### src/rtl/silencer_pkg.sv
// silencer_pkg: shared types and helpers for the fixed-step silencer.
// Holds the FSM state type, the circular phase step and the depth check.
package silencer_pkg;

   typedef enum logic {INIT, READY} state_t;

   function automatic bit depth_ok(input int depth);
      return (depth >= 3) && (depth <= 256);
   endfunction

   // Shortest-path circular move; an exact half turn goes down.
   function automatic logic [7:0] phase_delta(
      input logic [7:0] current,
      input logic [7:0] target,
      input logic [7:0] step
   );
      logic [7:0] up;
      logic [7:0] dn;
      logic [7:0] mv;
      up = target - current;
      dn = 8'd0 - up;
      if (step == 8'd0) return target;
      if (up == 8'd0) return current;
      if (!up[7]) begin
         mv = (step < up) ? step : up;
         return current + mv;
      end
      mv = (step < dn) ? step : dn;
      return current - mv;
   endfunction

endpackage

### src/rtl/silencer_step_unit.sv
// silencer_step_unit: one channel of the per-frame slew limiter.
// Linear channels saturate at target; circular ones wrap mod 256.
module silencer_step_unit
   import silencer_pkg::*;
#(
   parameter bit CIRCULAR = 1'b0
) (
   input  logic [7:0] current,
   input  logic [7:0] target,
   input  logic [7:0] step,
   output logic [7:0] result
);

   if (CIRCULAR) begin : g_circ
      assign result = phase_delta(current, target, step);
   end else begin : g_lin
      logic signed [8:0] diff;
      logic [8:0]        mag;

      // Clamp the signed distance to the step, or jump when bypassed.
      always_comb begin
         diff = $signed({1'b0, target}) - $signed({1'b0, current});
         mag  = diff[8] ? $unsigned(-diff) : $unsigned(diff);
         if (step == 8'd0 || mag <= {1'b0, step}) begin
            result = target;
         end else if (diff[8]) begin
            result = current - step;
         end else begin
            result = current + step;
         end
      end
   end

endmodule

### src/rtl/silencer_fixed_step.sv
// silencer_fixed_step: per-transducer slew limiter, two-stage pipeline.
// State RAM holds the current intensity/phase and is cleared by INIT.
module silencer_fixed_step
   import silencer_pkg::*;
#(
   parameter int DEPTH = 249,
   parameter int IW    = $clog2(DEPTH)
) (
   input  logic          CLK,
   input  logic          RST_N,
   input  logic [7:0]    STEP_INTENSITY,
   input  logic [7:0]    STEP_PHASE,
   input  logic          DIN_VALID,
   input  logic [7:0]    INTENSITY_IN,
   input  logic [7:0]    PHASE_IN,
   output logic          DOUT_VALID,
   output logic [IW-1:0] DOUT_IDX,
   output logic [7:0]    INTENSITY_OUT,
   output logic [7:0]    PHASE_OUT,
   output logic          BUSY
);

   localparam logic [IW-1:0] LAST = IW'(DEPTH - 1);

   if (!depth_ok(DEPTH)) begin : g_bad_depth
      $error("silencer_fixed_step: DEPTH must be 3..256");
   end

   state_t        state;
   logic [IW-1:0] init_addr;
   logic [IW-1:0] idx;
   logic [7:0]    step_i;
   logic [7:0]    step_p;

   logic          s1_valid;
   logic [IW-1:0] s1_idx;
   logic [7:0]    s1_tgt_i;
   logic [7:0]    s1_tgt_p;
   logic [7:0]    s1_step_i;
   logic [7:0]    s1_step_p;
   logic [7:0]    s1_cur_i;
   logic [7:0]    s1_cur_p;

   logic [15:0]   mem [DEPTH];

   logic          beat;
   logic          first;
   logic [7:0]    eff_i;
   logic [7:0]    eff_p;
   logic [7:0]    nxt_i;
   logic [7:0]    nxt_p;
   logic          we;
   logic [IW-1:0] waddr;
   logic [15:0]   wdata;

   assign beat  = DIN_VALID && (state == READY);
   assign first = (idx == '0);
   assign eff_i = first ? STEP_INTENSITY : step_i;
   assign eff_p = first ? STEP_PHASE : step_p;

   assign we    = (state == INIT) || s1_valid;
   assign waddr = (state == INIT) ? init_addr : s1_idx;
   assign wdata = (state == INIT) ? 16'd0 : {nxt_i, nxt_p};

   // INIT walks every address once, then hands over to READY.
   always_ff @(posedge CLK or negedge RST_N) begin
      if (!RST_N) begin
         state     <= INIT;
         init_addr <= '0;
         BUSY      <= 1'b1;
      end else begin
         case (state)
            INIT: begin
               if (init_addr == LAST) begin
                  state <= READY;
                  BUSY  <= 1'b0;
               end else begin
                  init_addr <= init_addr + IW'(1);
               end
            end
            READY: state <= READY;
            default: state <= INIT;
         endcase
      end
   end

   // Frame position counter; steps are captured on the index-0 beat.
   always_ff @(posedge CLK or negedge RST_N) begin
      if (!RST_N) begin
         idx    <= '0;
         step_i <= '0;
         step_p <= '0;
      end else if (beat) begin
         idx <= (idx == LAST) ? '0 : idx + IW'(1);
         if (first) begin
            step_i <= STEP_INTENSITY;
            step_p <= STEP_PHASE;
         end
      end else begin
         idx <= '0;
      end
   end

   // Stage 1: capture the beat and read its stored current value.
   always_ff @(posedge CLK or negedge RST_N) begin
      if (!RST_N) begin
         s1_valid  <= 1'b0;
         s1_idx    <= '0;
         s1_tgt_i  <= '0;
         s1_tgt_p  <= '0;
         s1_step_i <= '0;
         s1_step_p <= '0;
         s1_cur_i  <= '0;
         s1_cur_p  <= '0;
      end else begin
         s1_valid <= beat;
         if (beat) begin
            s1_idx                 <= idx;
            s1_tgt_i               <= INTENSITY_IN;
            s1_tgt_p               <= PHASE_IN;
            s1_step_i              <= eff_i;
            s1_step_p              <= eff_p;
            {s1_cur_i, s1_cur_p}   <= mem[idx];
         end
      end
   end

   silencer_step_unit #(.CIRCULAR(1'b0)) u_intensity (
      .current (s1_cur_i),
      .target  (s1_tgt_i),
      .step    (s1_step_i),
      .result  (nxt_i)
   );

   silencer_step_unit #(.CIRCULAR(1'b1)) u_phase (
      .current (s1_cur_p),
      .target  (s1_tgt_p),
      .step    (s1_step_p),
      .result  (nxt_p)
   );

   // State RAM write port: zero fill during INIT, write-back after.
   always_ff @(posedge CLK) begin
      if (we) mem[waddr] <= wdata;
   end

   // Stage 2: register the slewed pair onto the outputs.
   always_ff @(posedge CLK or negedge RST_N) begin
      if (!RST_N) begin
         DOUT_VALID    <= 1'b0;
         DOUT_IDX      <= '0;
         INTENSITY_OUT <= '0;
         PHASE_OUT     <= '0;
      end else begin
         DOUT_VALID <= s1_valid;
         if (s1_valid) begin
            DOUT_IDX      <= s1_idx;
            INTENSITY_OUT <= nxt_i;
            PHASE_OUT     <= nxt_p;
         end
      end
   end

endmodule
### config.mk
export PLATFORM = sky130hd
export DESIGN_NAME = silencer_fixed_step
export DESIGN_NICKNAME = d
export VERILOG_FILES = /design/src/rtl/silencer_pkg.sv /design/src/rtl/silencer_step_unit.sv /design/src/rtl/silencer_fixed_step.sv
export SDC_FILE = /design/constraint.sdc
export NUM_CORES = 2
export LEC_CHECK = 0
export CAP_MARGIN = 0
export CORE_MARGIN = 2
export CORE_UTILIZATION = 23
export DETAILED_ROUTE_END_ITERATION = 8
export GPL_TIMING_DRIVEN = 0
export SYNTH_ARGS = -nofsm -noshare
export SYNTH_HDL_FRONTEND = slang
export SYNTH_SLANG_ARGS = --single-unit
### constraint.sdc
create_clock -name CLK -period 16.8 [get_ports CLK]
set_input_delay 1.68 -clock CLK [delete_from_list [all_inputs] [get_ports CLK]]
set_output_delay 1.68 -clock CLK [all_outputs]
set_load 0.05 [all_outputs]
### After elaboration in Yosys (flattened, before gate mapping)

Memory sizes are Yosys's and may differ from the RTL's. A register that Yosys moved wholly into a read port is not among the register bits.
Cells that the tools add are included.

* flip-flop bits (word level): 84
* ROM bits: 0
* memory bits (writable): 3984
* latch bits: 0
* output and inout port bits: 26
* memories: 1
* input port bits: 35

Memories
* mem: depth 249, bits a word 16, rd ports 1, clocked after memory_dff 1, write ports 1, RTL line silencer_fixed_step.sv:44 `logic [15:0] mem [DEPTH];`

* $mul: 0
* shift operators: 0
* add/subtract/negate cells: 10
* equality and inequality tests: 2
* order comparisons: 3
* muxes and demuxes: 27
* div/mod/pow operators: 0
* reductions and logical operators: 11
* bitwise logic cells: 2

Operator list (count)
* 8-bit two-way mux: 15
* 8-bit logical NOT: 4
* 8-bit subtractor: 3
* 8-bit by 1-bit adder with 8-bit output, second input constant: 2
* 8-bit adder: 2
* 8-bit equality test, second input constant: 2
* 8-bit < comparator: 2
* 16-bit two-way mux: 1
* 9-bit by 8-bit <= comparator with 1-bit output: 1
* 1-bit two-way mux: 9
* 9-bit two-way mux: 1
* 9-bit negator: 1
* 8-bit by 8-bit subtractor with 9-bit output: 1
* 1-bit by 8-bit subtractor with 8-bit output, first input constant: 1
* 2-bit AND reduction: 3
* 1-bit logical OR: 2
* 1-bit inverter: 2
* 1-bit case mux with 2 select lines: 1
* 1-bit logical AND: 1
* 1-bit logical NOT: 1

### Depth between registers and ports, before layout

* depth in word-level cells: 10
* depth in mapped cells: 31
* gate-level depth less buffers: 29

### Modules after synthesis

Synthesis repeated with hierarchy kept, for this count alone.

* cells, all modules: 7520
* area total of the unflattened synthesis: 160249.9 sq um

Modules (own cells, without submodules)
* silencer_fixed_step: cells each 7120, times used 1, area an instance 157374.7 sq um, sequential area each 122138.4 sq um
* silencer_step_unit at u_phase: cells each 243, times used 1, area an instance 1682.9 sq um, sequential area each 0.0 sq um
* silencer_step_unit at u_intensity: cells each 157, times used 1, area an instance 1192.4 sq um, sequential area each 0.0 sq um

### Worst setup path before layout

OpenSTA, ideal clock, no wires.

* kind: register -> register
* start: register s1_cur_p[3], read port of mem
* end: memory mem[0][7] (data pin)
* period minus slack after synthesis: 16906 ps
* library setup time: 2049 ps
* required time: 14751 ps
* arrival: 14858 ps
* cell stages (with the launch flop): 29
* setup slack: -106 ps
* path through: dfrtp_1 > inv_1 > ha_1 > o21ai_0 > a21oi_1 > o21ai_1 > a211o_1 > xnor2_1 > inv_1 > buf_2 > ha_1 > nand2_1 > or4b_1 > nand3b_1 > a21o_1 > clkbuf_1 > o21ai_0 > ha_1 > xnor2_1 > nor2_1 > a21oi_1 > ha_1 > o21ai_0 > a21boi_0 > o21ai_0 > a211o_1 > or3_1 > and4b_1 > nor3_1

* cells in the longest elaborated chain, start to end: 9
* elaborated cells on any way between the ends: 20
* classes of those cells: add/sub (4); order compare (2); mux (13); reduce/logical (1)

Ends and longest elaborated chain
* from (decl): RTL line silencer_fixed_step.sv:42 `logic [7:0] s1_cur_p;`
* 8-bit subtractor: RTL line silencer_pkg.sv:20 `up = target - current;`
* 1-bit by 8-bit subtractor with 8-bit output or 8-bit < comparator (tied branches): RTL line silencer_pkg.sv:21, silencer_pkg.sv:25
* 8-bit < comparator or 8-bit two-way mux (tied branches): RTL line silencer_pkg.sv:28, silencer_pkg.sv:25
* 8-bit two-way mux or 8-bit adder (tied branches): RTL line silencer_pkg.sv:28, silencer_pkg.sv:26
* 8-bit subtractor or 8-bit two-way mux (tied branches): RTL line silencer_pkg.sv:29, silencer_pkg.sv:24
* 8-bit two-way mux: RTL line silencer_pkg.sv:28 `mv = (step < dn) ? step : dn;`
* 8-bit two-way mux *: RTL line silencer_pkg.sv:24 `if (!up[7]) begin`
* 8-bit two-way mux *: RTL line silencer_pkg.sv:23 `if (up == 8'd0) return current;`
* 16-bit two-way mux *: RTL line silencer_fixed_step.sv:63 `assign wdata = (state == INIT) ? 16'd0 : {nxt_i, nxt_p};`
* net wdata[7]: RTL line silencer_fixed_step.sv:54 `logic [15:0] wdata;`
* to (decl): RTL line silencer_fixed_step.sv:44

The timed path passes the listed nets; every way through them passes the cells marked *. The select of a mux whose other input is x is not followed.

### Final worst setup path

* start: register s1_cur_p[1], read port of mem
* end: memory mem[85][7] (data pin)

The elaborated chain is that of the path after synthesis.

==> results_dict.tcl <==
set metrics [dict create \
    final_cell_area_um2 192000 \
    grt_pass1_vias 76600 \
    worst_pin_slew_ps 1540 \
    dieArea_um2 699000 \
    die_w_um 836 \
    cts_buffers 416 \
    root_buffer "clkbuf_16" \
    synth_seq_area_share_pct 76.7 \
    cts_setup_buffers 0 \
    slowest_stage "xnor2_1" \
    nFillCells 67100 \
    final.setup_skew_ps 69.7 \
    multi_input_area_um2 36000 \
    synth.most_common_cell "edfxtp_1" \
    holdBufCountCts 0 \
    core-area_um2 690000 \
    cts.clk_slew.worst_paths_ps 60 \
    hold_ws_ps 516 \
    max-slew-margin-rel_pct -2.44 \
    synth_area_um2 159000 \
    fp-row-count 305 \
    cp_data_arrival_time_ps 9190 \
    routedWlPerCell_um 26.0 \
    grt_max_degree 85 \
    swShare_pct 19.5 \
    fin_util_pct 27.8 \
    crit_required_ps 17480 \
    antenna_found_initial 31 \
    async_reset_ff_share_pct 2.45 \
    finalCritPeriodShare_pct 50.7 \
    vdd_drop_max_uv 86.6 \
    worstPathMaxFanout 26 \
    post_synth_inst_count 6815 \
    cpPeakStageDelay_ps 610 \
    ys_ff_latch 4084 \
    status "finished, violations left" \
    fin_nets 7745 \
    gp_congestion 0.853 \
    initial_core_util_pct 23.1 \
    netSwitchingPower_mw 3.92 \
    placed_area_um2 179000 \
    avgSynthCellArea_um2 23.4 \
    maxCapViolations 2 \
    finalHoldViolations 0 \
    min-delay-path-class "reg2reg" \
    drtIter0Drc 11000 \
    yosys.area.top_type "edfxtp_1" \
    power.total_mw 20.1 \
    violations "capacitance limit, slew limit" \
    dr.pass1.iters 7 \
    clk_latency_ps 990 \
    synth_cell_types 61 \
    max_freq_mhz 117 \
    fp.dieH_um 836 \
    rr_worst_depth 32 \
    p_leak_nw 45.7 \
    viasPerCell 4.50 \
    syn_to_final_growth_pct 20.6 \
    drive_above_1_share_pct 33.3 \
    synth-warning-count 0 \
    yosys-top-cells-area "edfxtp_1 (75%), mux4_2 (18%), dfrtp_1 (1.6%), nor2_1 (0.71%), clkbuf_1 (0.47%)" \
    crit_top_cell "ha_1" \
    pin_count 61 \
    regArea_um2 122000 \
    tritoncts "built" \
    synth_edf_count 3984 \
    ys.flop_type "edfxtp_1" \
    fin_crit_ps 8510 \
    end_kind "register" \
    pwr-share-seq_pct 54.6 \
    grt_util_all_layers_pct 12.3 \
    path_class "reg2reg" \
    grt-ovfl-total 0 \
    setup_violations 0 \
    yosysTopAreaCellShare_pct 75.2 \
    hpwl_um 313000 \
    p_per_area_nw_per_um2 105 \
    clock_power_share_pct 45.3 \
    cts_sinks 4084 \
    finalMaxSlewViolations 22 \
    intPower_mw 16.2 \
    min_delay_path_depth 1 \
    grt_pass1_wl_um 619000 \
    cts_max_level 5 \
    route.detailed.drc 0 \
    post_cts_resized 0 \
    setup_tns_ps 0 \
    vias 77500 \
    start_kind "register" \
    rsz0062_at_grt "no" \
    power_frac_comb_pct 0.1 \
    ys_top_cells_by_count "edfxtp_1 (3,984), mux4_2 (1,296), nor2_1 (303)" \
    drt_wl_total_um 447000 \
    synth_fp_nets 6912 \
    numPortBuffers 60 \
    cts.path.max_buffers 4 \
    ant_nets 0 \
]
sequential cells by signal, indices dropped and copies added (netlist names):
name / count
INTENSITY_OUT: 8
s1_step_i: 8
s1_tgt_p: 8
state: 1
s1_idx: 8
s1_tgt_i: 8
PHASE_OUT: 8
s1_step_p: 8
s1_valid: 1
init_addr: 8
DOUT_IDX: 8
s1_cur_i: 8
idx: 8
s1_cur_p: 8
DOUT_VALID: 1
BUSY: 1
mem: 3984
path summary, 6_finish.rpt:
path	start	to	slack, ps
hold / removal	DOUT_IDX[7]	DOUT_IDX[7]	520
setup reg to reg	s1_cur_p[1]	mem[85][7]	8290
max in group asynchronous	RST_N	DOUT_IDX[0]	15390
setup / recovery	s1_cur_p[1]	mem[85][7]	8290
min in group asynchronous	RST_N	s1_step_p[6]	660
hold reg to reg	DOUT_IDX[7]	DOUT_IDX[7]	520
power by group through the flow:
stage               Combinational, mW  Sequential, mW  Clock (mW)
global placement               0.0186            11.2           0
floorplan                   0.0000949            11.2           0
CTS                            0.0194            11.0        9.24
detailed placement             0.0193            11.2           0
global route                   0.0199            11.0        9.62
finish                         0.0187            11.0        9.12
layout by cell type, fill, tap and decap left out, types with 16 or more instances in the layout:
cell,Yosys,final
buf_8,0,218
clkbuf_2,0,21
o21ai_1,21,22
a211oi_1,48,47
clkinv_2,0,73
bufinv_16,0,39
mux2_2,33,33
clkdlybuf4s50_1,0,59
a21oi_1,34,34
ha_1,58,58
nand3_1,23,23
mux4_2,1296,1296
edfxtp_1,3984,3984
nor2_1,303,55
dfrtp_1,99,99
clkinv_1,0,94
nand2_1,163,163
o21ai_0,33,32
buf_2,97,99
clkbuf_16,0,423
buf_16,0,84
nor2_2,0,248
buf_12,0,45
inv_1,56,56
nor3_1,17,16
mux2i_1,31,25
clkbuf_1,200,264
xnor2_1,40,40
nor2b_1,52,52
buf_1,60,58
metrics by stage:
| step | std cells | worst slack, ps |
|---|---|---|
| after floorplan | 6815 | 670 |
| after global placement | 16100 | -17600 |
| after detailed placement | 16400 | 8540 |
| after CTS | 17200 | 8480 |
| after global routing | 17200 | 7710 |
| final | 17200 | 8290 |
critical path: cells and delay by family, from the launching register on:
kind            cells  cell delay [ps]
compound gates     11             2600
simple gates        7             1480
xor+xnor            2              780
flops               1              430
fa+ha+maj           4             1160
buf+inv             8             1650
cell type report:
| cell class | instances | area share (%) |
|---|---|---|
| Antenna cell | 11 | 0.0143 |
| Buffer | 366 | 0.815 |
| Clock buffer | 509 | 5.69 |
| Clock inverter | 246 | 1.23 |
| Inverter | 56 | 0.110 |
| Multi-Input combinational cell | 2309 | 18.8 |
| Sequential cell | 4084 | 63.6 |
| Tap cell | 9210 | 6.00 |
| Timing Repair Buffer | 415 | 3.73 |
per-layer routing:
layer  vias to the layer above  share of wire [%]  track usage, %  routed length (um)
li1                      30800                  -               -                   -
met1                     42200                 40            16.6              178000
met2                      3831                 46            19.5              208000
met3                       658                9.4            2.76               42200
met4                        12                4.2            4.63               18800
met5                         -              0.030          0.0678                 134
cells by family after synthesis:
family,synth area share (%)
flops,76.7
mux,18.8
simple gates,1.66
buf+inv,1.10
compound gates,0.935
fa+ha+maj,0.506
xor+xnor,0.297
Power figures use the tool's default switching activity.
